### src/rtl/tlu_trig_seq.sv
// tlu_trig_seq: trigger sequencer ahead of the TLU transmitter. Issues
// a one-cycle TRIG with its TRIG_ID from an internal period timer or a
// synchronised EXT_TRIG edge, honours READY, and counts trig/skip/timeout.
// Ports: SYS_CLK, SYS_RST (async, high); START/STOP run control;
//   CONF_* run configuration; EXT_TRIG async trigger; READY/TIME_OUT
//   from the transmitter; TRIG/TRIG_ID to the transmitter; BUSY/DONE
//   status; TRIG_CNT/SKIP_CNT/TIMEOUT_CNT per-run counters.
module tlu_trig_seq #(
  parameter int ID_WIDTH     = 31,
  parameter int CNT_WIDTH    = 32,
  parameter int TO_CNT_WIDTH = 16
) (
  input  logic                    SYS_CLK,
  input  logic                    SYS_RST,
  input  logic                    START,
  input  logic                    STOP,
  input  logic                    CONF_EXT,
  input  logic                    CONF_SKIP,
  input  logic [31:0]             CONF_PERIOD,
  input  logic [CNT_WIDTH-1:0]    CONF_N_TRIG,
  input  logic                    EXT_TRIG,
  input  logic                    READY,
  input  logic                    TIME_OUT,
  output logic                    TRIG,
  output logic [ID_WIDTH-1:0]     TRIG_ID,
  output logic                    BUSY,
  output logic                    DONE,
  output logic [CNT_WIDTH-1:0]    TRIG_CNT,
  output logic [CNT_WIDTH-1:0]    SKIP_CNT,
  output logic [TO_CNT_WIDTH-1:0] TIMEOUT_CNT
);

  typedef enum logic [1:0] {
    IDLE = 2'd0,
    RUN  = 2'd1,
    PEND = 2'd2
  } state_t;

  localparam logic [ID_WIDTH-1:0] ID_ONE =
    {{(ID_WIDTH-1){1'b0}}, 1'b1};
  localparam logic [CNT_WIDTH-1:0] CNT_ONE =
    {{(CNT_WIDTH-1){1'b0}}, 1'b1};
  localparam logic [TO_CNT_WIDTH-1:0] TO_ONE =
    {{(TO_CNT_WIDTH-1){1'b0}}, 1'b1};

  state_t state, state_nxt;

  logic                 ext_s1, ext_s2, ext_s3;
  logic                 ext_edge;
  logic                 ext_mode;
  logic                 defer, defer_nxt;
  logic [31:0]          timer, reload;
  logic [ID_WIDTH-1:0]  next_id;
  logic [CNT_WIDTH-1:0] trig_cnt_inc;
  logic                 raw_req, req, last;
  logic                 issue, skip, start_run;

  // Periods 0 and 1 behave as 2, so the reload value is never below 1.
  assign reload = (CONF_PERIOD < 32'd2) ? 32'd1
                                        : CONF_PERIOD - 32'd1;

  assign raw_req = ext_mode ? ext_edge : (timer == 32'd0);

  // A request colliding with a TRIG cycle is replayed one cycle later.
  assign req = (raw_req && !TRIG) || defer;

  assign trig_cnt_inc = (&TRIG_CNT) ? TRIG_CNT : TRIG_CNT + CNT_ONE;
  assign last = (CONF_N_TRIG != '0) && (trig_cnt_inc == CONF_N_TRIG);

  assign BUSY = (state != IDLE);

  always_comb begin
    state_nxt = state;
    defer_nxt = 1'b0;
    issue     = 1'b0;
    skip      = 1'b0;
    start_run = 1'b0;
    unique case (state)
      IDLE: begin
        if (START && !STOP) begin
          state_nxt = RUN;
          start_run = 1'b1;
        end
      end
      RUN: begin
        if (STOP) begin
          state_nxt = IDLE;
        end else begin
          defer_nxt = raw_req && TRIG;
          if (req) begin
            if (READY)          issue     = 1'b1;
            else if (CONF_SKIP) skip      = 1'b1;
            else                state_nxt = PEND;
          end
        end
      end
      PEND: begin
        if (STOP) begin
          state_nxt = IDLE;
        end else begin
          skip = req;
          if (READY) begin
            issue     = 1'b1;
            state_nxt = RUN;
          end
        end
      end
      default: state_nxt = IDLE;
    endcase
    if (issue && last) begin
      state_nxt = IDLE;
      defer_nxt = 1'b0;
    end
  end

  always_ff @(posedge SYS_CLK or posedge SYS_RST) begin
    if (SYS_RST) begin
      state       <= IDLE;
      ext_s1      <= 1'b0;
      ext_s2      <= 1'b0;
      ext_s3      <= 1'b0;
      ext_edge    <= 1'b0;
      ext_mode    <= 1'b0;
      defer       <= 1'b0;
      timer       <= 32'd0;
      next_id     <= '0;
      TRIG        <= 1'b0;
      TRIG_ID     <= '0;
      DONE        <= 1'b0;
      TRIG_CNT    <= '0;
      SKIP_CNT    <= '0;
      TIMEOUT_CNT <= '0;
    end else begin
      state    <= state_nxt;
      defer    <= defer_nxt;
      ext_s1   <= EXT_TRIG;
      ext_s2   <= ext_s1;
      ext_s3   <= ext_s2;
      ext_edge <= ext_s2 && !ext_s3;
      TRIG     <= issue;
      DONE     <= issue && last;
      if (start_run) begin
        timer       <= reload;
        ext_mode    <= CONF_EXT;
        TRIG_CNT    <= '0;
        SKIP_CNT    <= '0;
        TIMEOUT_CNT <= '0;
      end else begin
        if (state != IDLE) begin
          timer <= (timer == 32'd0) ? reload : timer - 32'd1;
        end
        if (issue) begin
          TRIG_ID  <= next_id;
          next_id  <= next_id + ID_ONE;
          TRIG_CNT <= trig_cnt_inc;
        end
        if (skip && !(&SKIP_CNT)) begin
          SKIP_CNT <= SKIP_CNT + CNT_ONE;
        end
        if (TIME_OUT && state != IDLE && !(&TIMEOUT_CNT)) begin
          TIMEOUT_CNT <= TIMEOUT_CNT + TO_ONE;
        end
      end
    end
  end

endmodule

### config.mk
export PLATFORM = sky130hd
export DESIGN_NAME = tlu_trig_seq
export DESIGN_NICKNAME = d
export VERILOG_FILES = /design/src/rtl/tlu_trig_seq.sv
export SDC_FILE = /design/constraint.sdc
export NUM_CORES = 1
export LEC_CHECK = 0
export CAP_MARGIN = 20
export CORE_MARGIN = 5
export CORE_UTILIZATION = 50
export DETAILED_ROUTE_END_ITERATION = 10
export GPL_TIMING_DRIVEN = 1
export PLACE_DENSITY = 0.83
export SYNTH_ARGS = -nofsm -noshare
export SYNTH_HDL_FRONTEND = slang
export SYNTH_SLANG_ARGS = --single-unit
### constraint.sdc
create_clock -name SYS_CLK -period 7.1 [get_ports SYS_CLK]
set_input_delay 0.71 -clock SYS_CLK [delete_from_list [all_inputs] [get_ports SYS_CLK]]
set_output_delay 0.71 -clock SYS_CLK [all_outputs]
set_load 0.02 [all_outputs]
==> results.sh, run 1 <==
export IMPL_cts_buffer_depth=2
export IMPL_setup_worst_path_class="flop to flop"
export IMPL_synth_cells=1222
export IMPL_layout_commonest_cell="sky130_fd_sc_hd__clkdlybuf4s50_1"
export IMPL_ys_seq_area_share_pct=42.0
export IMPL_drv_slew=0
export IMPL_max_cap_violations=0
export IMPL_worst_setup_path_startpoint="TRIG_CNT[0]$_DFFE_PP0P_"
export IMPL_hold_class="flop to flop"
export IMPL_async_reset_ff_share_pct=100
export IMPL_area_delta_synth_final_pct=25.3
export IMPL_dieArea_um2=25000
export IMPL_detail_route_wl_per_cell_um=18.3
export IMPL_worst_slew_pin_slew_ns=0.994
export IMPL_core_region_area_um2=21700
export IMPL_postSynthRegisterBits=184
export IMPL_tritoncts="built"
export IMPL_ant_nets=0
export IMPL_timing_critical_path_arrival_ns=4.13
export IMPL_ff_latch_area_um2=4600
export IMPL_gp_congestion=1.02
export IMPL_grt_overflow_total=0
export IMPL_dp_worst_setup_slack_ns=3.36
export IMPL_ctsResizeCount=0
export IMPL_finalWorstSetupSlack_ns=3.27
export IMPL_count_of_routing_violations_after_the_opening_detailed_route_iteration=794
export IMPL_clock_sinks=184
export IMPL_ys_dominant_reg_cell="sky130_fd_sc_hd__dfrtp_1"
export IMPL_clkLatencyLatePin_ns=0.45
export IMPL_cts_buffers=17
export IMPL_min_period_ns=3.83
export IMPL_num_nets_final=1467
export IMPL_setup_violations_final=0
export IMPL_post_synth_num_cell_types=71
export IMPL_clock_root_buffer="sky130_fd_sc_hd__clkbuf_16"
export IMPL_via_per_inst=5.92
export IMPL_cts_repair_timing_setup_buffer_count=0
export IMPL_setup_total_negative_slack_ns=0
export IMPL_floorplan_initialDensity_pct=50.5
export IMPL_floorplan_row_count=54
export IMPL_clock_tree_htree_level_count=4
export IMPL_drtPass1Iterations=5
export IMPL_worst_r2r_path_depth=9
export IMPL_grt_first_pass_wirelength_mm=49.4
export IMPL_vias_in_the_first_global_route=9683
export IMPL_grt_max_degree=106
export IMPL_period_share_pct=53.9
export IMPL_die_h_um=158
export IMPL_timing_hold_worst_start="ext_s1$_DFF_PP0_"
export IMPL_endpoint_kind="flop"
export IMPL_antennaDiodeCount=0
export IMPL_drt_drc_violations_left=0
export IMPL_avgSynthCellArea_um2=8.97
export IMPL_detailed_placement_wirelength_estimate_mm=21.9
export IMPL_ys_warn_count=0
export IMPL_power_per_cell_area_nw_per_um2=213
export IMPL_layout_filler_cells=1771
export IMPL_clk_pin_slew_worst_paths_ns=0.09
export IMPL_number_of_enable_flip_flop_cells_after_synthesis=0
export IMPL_detail_route_wirelength_mm=30.7
export IMPL_netlist_area_um2=11000
export IMPL_finalClockSkew_ns=0.0189
export IMPL_slew_limit_headroom_pct=33.3
export IMPL_ir_drop_mv=0.127
export IMPL_route_vias_total=9917
export IMPL_fraction_of_final_layout_cells_with_drive_strength_greater_than_1_pct=6.45
export IMPL_post_synth_top_area_cell="sky130_fd_sc_hd__dfrtp_1"
export IMPL_hold_buffers=0
export IMPL_critical_path_max_fanout=9
export IMPL_multi_input_area_um2=6070
export IMPL_synth_top_area_share_pct=42.0
export IMPL_final_cell_mix="sky130_fd_sc_hd__clkdlybuf4s50_1 (186), sky130_fd_sc_hd__dfrtp_1 (184), sky130_fd_sc_hd__nor2_1 (163), sky130_fd_sc_hd__nand2_1 (115), sky130_fd_sc_hd__xnor2_1 (95)"
export IMPL_leakage_nw=5.60
export IMPL_chipWidth_um=158
export IMPL_outcome="complete, no violations"
export IMPL_fmax_mhz=261
export IMPL_critPathRequiredTime_ns=7.40
export IMPL_cp_start_kind="flop"
export IMPL_port_buffer_count=186
export IMPL_top_post_synthesis_cells_by_area="sky130_fd_sc_hd__dfrtp_1 (42%), sky130_fd_sc_hd__xnor2_1 (7.6%), sky130_fd_sc_hd__xor2_1 (5.7%), sky130_fd_sc_hd__nor2_1 (5.6%), sky130_fd_sc_hd__nand2_1 (3.9%)"
export IMPL_r2r_start="TRIG_CNT[0]$_DFFE_PP0P_"
export IMPL_antenna_found_initial=0
export IMPL_min_path_cells=0
export IMPL_total_global_route_track_usage_pct=24.4
export IMPL_num_io_pins=187
export IMPL_synth_fp_nets=1306
export IMPL_rsz0062_at_grt="no"
export IMPL_finalHoldViolCount=0
-- worst paths after layout --
check                                           to  slack, ns
setup / recovery              state[1]$_DFFE_PP0P_       3.27
max in group asynchronous    timer[26]$_DFFE_PP0P_       5.02
min in group asynchronous  SKIP_CNT[5]$_DFFE_PP0P_       0.87
hold / removal                    ext_s2$_DFF_PP0_       0.35
hold reg to reg                   ext_s2$_DFF_PP0_       0.35
setup reg to reg              state[1]$_DFFE_PP0P_       3.27
-- kinds of logic (layout without fill, tap and decap cells) --
| logic type | after synthesis | count (layout) | share of synthesized area (%) |
|---|---|---|---|
| AO/OA/AOI/OAI | 169 | 169 | 10.2 |
| XOR/XNOR | 166 | 166 | 13.3 |
| adder cells (fa/ha/maj) | 11 | 11 | 1.26 |
| buffers and inverters | 78 | 252 | 2.76 |
| flip-flops | 184 | 184 | 42.0 |
| multiplexers | 36 | 36 | 3.62 |
| AND/OR/NAND/NOR | 578 | 578 | 26.9 |
-- stage by stage --
step | power, mW | util (%) | instances | instance area (um^2) | hold WS (ns)
2_1_floorplan | 1.68 | - | 1222 | 11000 | 0.331
3_3_place_gp | 1.88 | 60.1 | 1641 | 13000 | 0.333
3_5_place_dp | 1.90 | 60.1 | 1641 | 13000 | 0.336
4_1_cts | 2.92 | 63.1 | 1673 | 13700 | 0.355
5_1_grt | 3.06 | 63.3 | 1676 | 13700 | 0.373
6_report | 2.92 | 63.3 | 1676 | 13700 | 0.353
-- worst max-delay path, stage by stage (launching register included) --
cell and delay (ns):
sky130_fd_sc_hd__dfrtp_1 0.52, sky130_fd_sc_hd__ha_1 0.34, sky130_fd_sc_hd__and3_1 0.36, sky130_fd_sc_hd__and4_1 0.51, sky130_fd_sc_hd__nand3_1 0.28, sky130_fd_sc_hd__a311o_1 0.44
sky130_fd_sc_hd__o31a_1 0.13, sky130_fd_sc_hd__or4_1 0.43, sky130_fd_sc_hd__nor4_1 0.57, sky130_fd_sc_hd__nor2_1 0.10
-- power breakdown --
part / switching [mW] / internal, mW
logic: 0.360 / 0.248
registers: 0.132 / 1.16
clock network: 0.528 / 0.497
total: 1.02 / 1.90
-- sequential cells by signal (all words and copies together), names as in the netlist, 2 cells and up --
signal       cells
SKIP_CNT        32
TRIG_CNT        32
timer           32
TRIG_ID         31
next_id         31
TIMEOUT_CNT     16
state            2
-- layer usage --
metal / track usage (%) / routed length, um / vias up
met2: 40.0 / 14600 / 409
met5: 0 / 0 / -
met4: 7.11 / 592 / 0
li1: - / - / 4696
met3: 5.22 / 2340 / 58
met1: 32.8 / 13200 / 4754
-- synth_stat cells, drive strengths merged (17+ instances only) --
cell	n
inv	25
and4	17
nand4	41
o21ai	50
clkbuf	45
mux2	29
dfrtp	184
and3	29
nand3	56
nand2	115
nor4	38
nor2	166
nor3	42
a21oi	36
xor2	71
xnor2	95
-- layout make-up --
cell class / instances / share of cell area [%]
Multi-Input combinational cell: 960 / 44.2
Sequential cell: 184 / 33.5
Timing Repair Buffer: 195 / 14.3
Clock buffer: 17 / 3.10
Tap cell: 280 / 2.55
Clock inverter: 15 / 1.59
Inverter: 25 / 0.720
Note: power is estimated with default switching activity, not from simulation.
==> run 2, diff against run 1 <==
Settings changed: CORE_UTILIZATION 50 to 49, PLACE_DENSITY 0.83 to 0.85.
Clock period 7.1 ns to 3.3 ns, I/O delays scaled along.
==> results.sh, run 2 (synthesized netlist as in run 1, its figures left out) <==
export IMPL_critical_path_endpoint="SKIP_CNT[23]$_DFFE_PP0P_"
export IMPL_num_io_pins=187
export IMPL_total_global_route_track_usage_pct=24.5
export IMPL_reg_largest_list="SKIP_CNT: 32 flops, TRIG_CNT: 32 flops, timer: 32 flops"
export IMPL_layout_filler_cells=1794
export IMPL_drtPass1Iterations=6
export IMPL_via_per_inst=6.01
export IMPL_wl_met1_mm=13.6
export IMPL_finish_utilization_pct=64.5
export IMPL_cp_start_kind="flop"
export IMPL_hold_class="flop to flop"
export IMPL_drv_slew=0
export IMPL_endpoint_kind="flop"
export IMPL_routed_top_layer="met4"
export IMPL_period_share_pct=97.6
export IMPL_setup_total_negative_slack_ns=0
export IMPL_power_per_cell_area_nw_per_um2=448
export IMPL_slew_limit_headroom_pct=32.2
export IMPL_route_vias_total=10400
export IMPL_gp_congestion=0.959
export IMPL_clock_sinks=184
export IMPL_critical_path_max_fanout=8
export IMPL_die_h_um=160
export IMPL_post_place_cells=1683
export IMPL_finalWorstSetupSlack_ns=0.0800
export IMPL_setup_worst_path_class="flop to flop"
export IMPL_fmax_mhz=311
export IMPL_r2r_start="timer[24]$_DFFE_PP0P_"
export IMPL_ant_nets=0
export IMPL_multi_input_area_um2=6150
export IMPL_floorplan_initialDensity_pct=50.1
export IMPL_finalHoldViolCount=0
export IMPL_clk_pin_slew_worst_paths_ns=0.08
export IMPL_grt_first_pass_wirelength_mm=52.2
export IMPL_detail_route_wl_per_cell_um=18.6
export IMPL_detailed_placement_wirelength_estimate_mm=23.1
export IMPL_critPathRequiredTime_ns=3.59
export IMPL_antenna_found_initial=0
export IMPL_worst_slew_pin_slew_ns=1.02
export IMPL_layout_commonest_cell="sky130_fd_sc_hd__clkdlybuf4s50_1"
export IMPL_min_period_ns=3.22
export IMPL_final_cell_count_no_fill=1723
export IMPL_max_cap_violations=0
export IMPL_cts_buffer_depth=2
export IMPL_worst_r2r_path_depth=9
export IMPL_dr_wl_met2_mm=15.3
export IMPL_regToRegEndpoint="SKIP_CNT[23]$_DFFE_PP0P_"
export IMPL_final_cell_mix="sky130_fd_sc_hd__clkdlybuf4s50_1 (186), sky130_fd_sc_hd__dfrtp_1 (184), sky130_fd_sc_hd__nor2_1 (162), sky130_fd_sc_hd__nand2_1 (114), sky130_fd_sc_hd__xnor2_1 (95)"
export IMPL_worst_setup_path_startpoint="timer[24]$_DFFE_PP0P_"
export IMPL_timing_reg2reg_setup_slack_ns=0.08
export IMPL_finalClockSkew_ns=0.0194
export IMPL_core_region_area_um2=21900
export IMPL_setup_violations_final=0
export IMPL_cts_buffers=17
export IMPL_timing_critical_path_arrival_ns=3.51
export IMPL_outcome="complete, no violations"
export IMPL_num_nets_final=1514
export IMPL_grt_overflow_total=0
export IMPL_route_met3_wl_mm=2.40
export IMPL_clock_root_buffer="sky130_fd_sc_hd__clkbuf_16"
export IMPL_port_buffer_count=186
export IMPL_antennaDiodeCount=0
export IMPL_tritoncts="built"
export IMPL_drt_drc_violations_left=0
export IMPL_dp_worst_setup_slack_ns=-0.0487
export IMPL_timing_hold_worst_start="ext_s1$_DFF_PP0_"
export IMPL_leakage_nw=5.82
export IMPL_ir_drop_mv=0.354
export IMPL_dieArea_um2=25500
export IMPL_count_of_routing_violations_after_the_opening_detailed_route_iteration=863
export IMPL_chipWidth_um=160
export IMPL_fraction_of_final_layout_cells_with_drive_strength_greater_than_1_pct=10.2
export IMPL_ff_latch_area_um2=4600
export IMPL_post_layout_total_power_mw=6.33
export IMPL_area_delta_synth_final_pct=28.9
export IMPL_clock_tree_htree_level_count=4
export IMPL_vias_in_the_first_global_route=10200
export IMPL_detail_route_wirelength_mm=32.1
export IMPL_floorplan_row_count=54
export IMPL_grt_max_degree=185
export IMPL_clkLatencyLatePin_ns=0.44
-- run 2: cell type report --
class	instances	area share [%]
clock buffers	17	3.01
clock inverters	15	1.55
inverters	25	0.691
multi-input cells	962	43.5
flip-flops and latches	184	32.6
well taps	280	2.48
repair buffers	240	16.1
-- run 2: critical path, stage by stage (launching register included) --
cell                       delay (ns)
sky130_fd_sc_hd__dfrtp_1         0.46
sky130_fd_sc_hd__or4_1           0.62
sky130_fd_sc_hd__or3b_1          0.44
sky130_fd_sc_hd__nor4_4          0.22
sky130_fd_sc_hd__buf_4           0.18
sky130_fd_sc_hd__o21bai_1        0.19
sky130_fd_sc_hd__a21oi_2         0.34
sky130_fd_sc_hd__nor4b_1         0.39
sky130_fd_sc_hd__xnor2_1         0.18
sky130_fd_sc_hd__nor2_1          0.05
-- run 2: report_power, final --
| group | total [mW] | internal [mW] | switching (mW) |
|---|---|---|---|
| combinational | 1.36 | 0.561 | 0.798 |
| clock | 2.20 | 1.08 | 1.12 |
| sequential | 2.78 | 2.49 | 0.284 |
| total | 6.33 | 4.13 | 2.20 |
-- run 2: per-layer routing --
metal | vias up | track usage (%)
li1 | 4774 | -
met1 | 5014 | 32.5
met2 | 498 | 39.6
met3 | 74 | 5.72
met4 | 0 | 8.18
met5 | - | 0
-- run 2: worst min-delay path by stage --
stage	cells past startpoint	end
finish	0	ext_s2$_DFF_PP0_
global route	0	ext_s2$_DFF_PP0_
CTS	0	ext_s2$_DFF_PP0_
detailed placement	0	ext_s2$_DFF_PP0_
global placement	0	ext_s2$_DFF_PP0_
floorplan	0	ext_s2$_DFF_PP0_
-- run 2: stage by stage --
step	area [um^2]	hold WS, ns
CTS	14000	0.354
global placement	13400	0.333
global route	14100	0.360
floorplan	11000	0.331
finish	14100	0.351
detailed placement	13400	0.336
-- run 2: timing repair --
| action | CTS | global route |
|---|---|---|
| setup buffers | 0 | 6 |
| pin swaps | 0 | 5 |
| endpoints found under the setup margin | 6 | 52 |
| hold buffers | 0 | 0 |
| endpoints found under the hold margin | 0 | 0 |
| resized for setup | 1 | 12 |
| gates cloned | 0 | 2 |
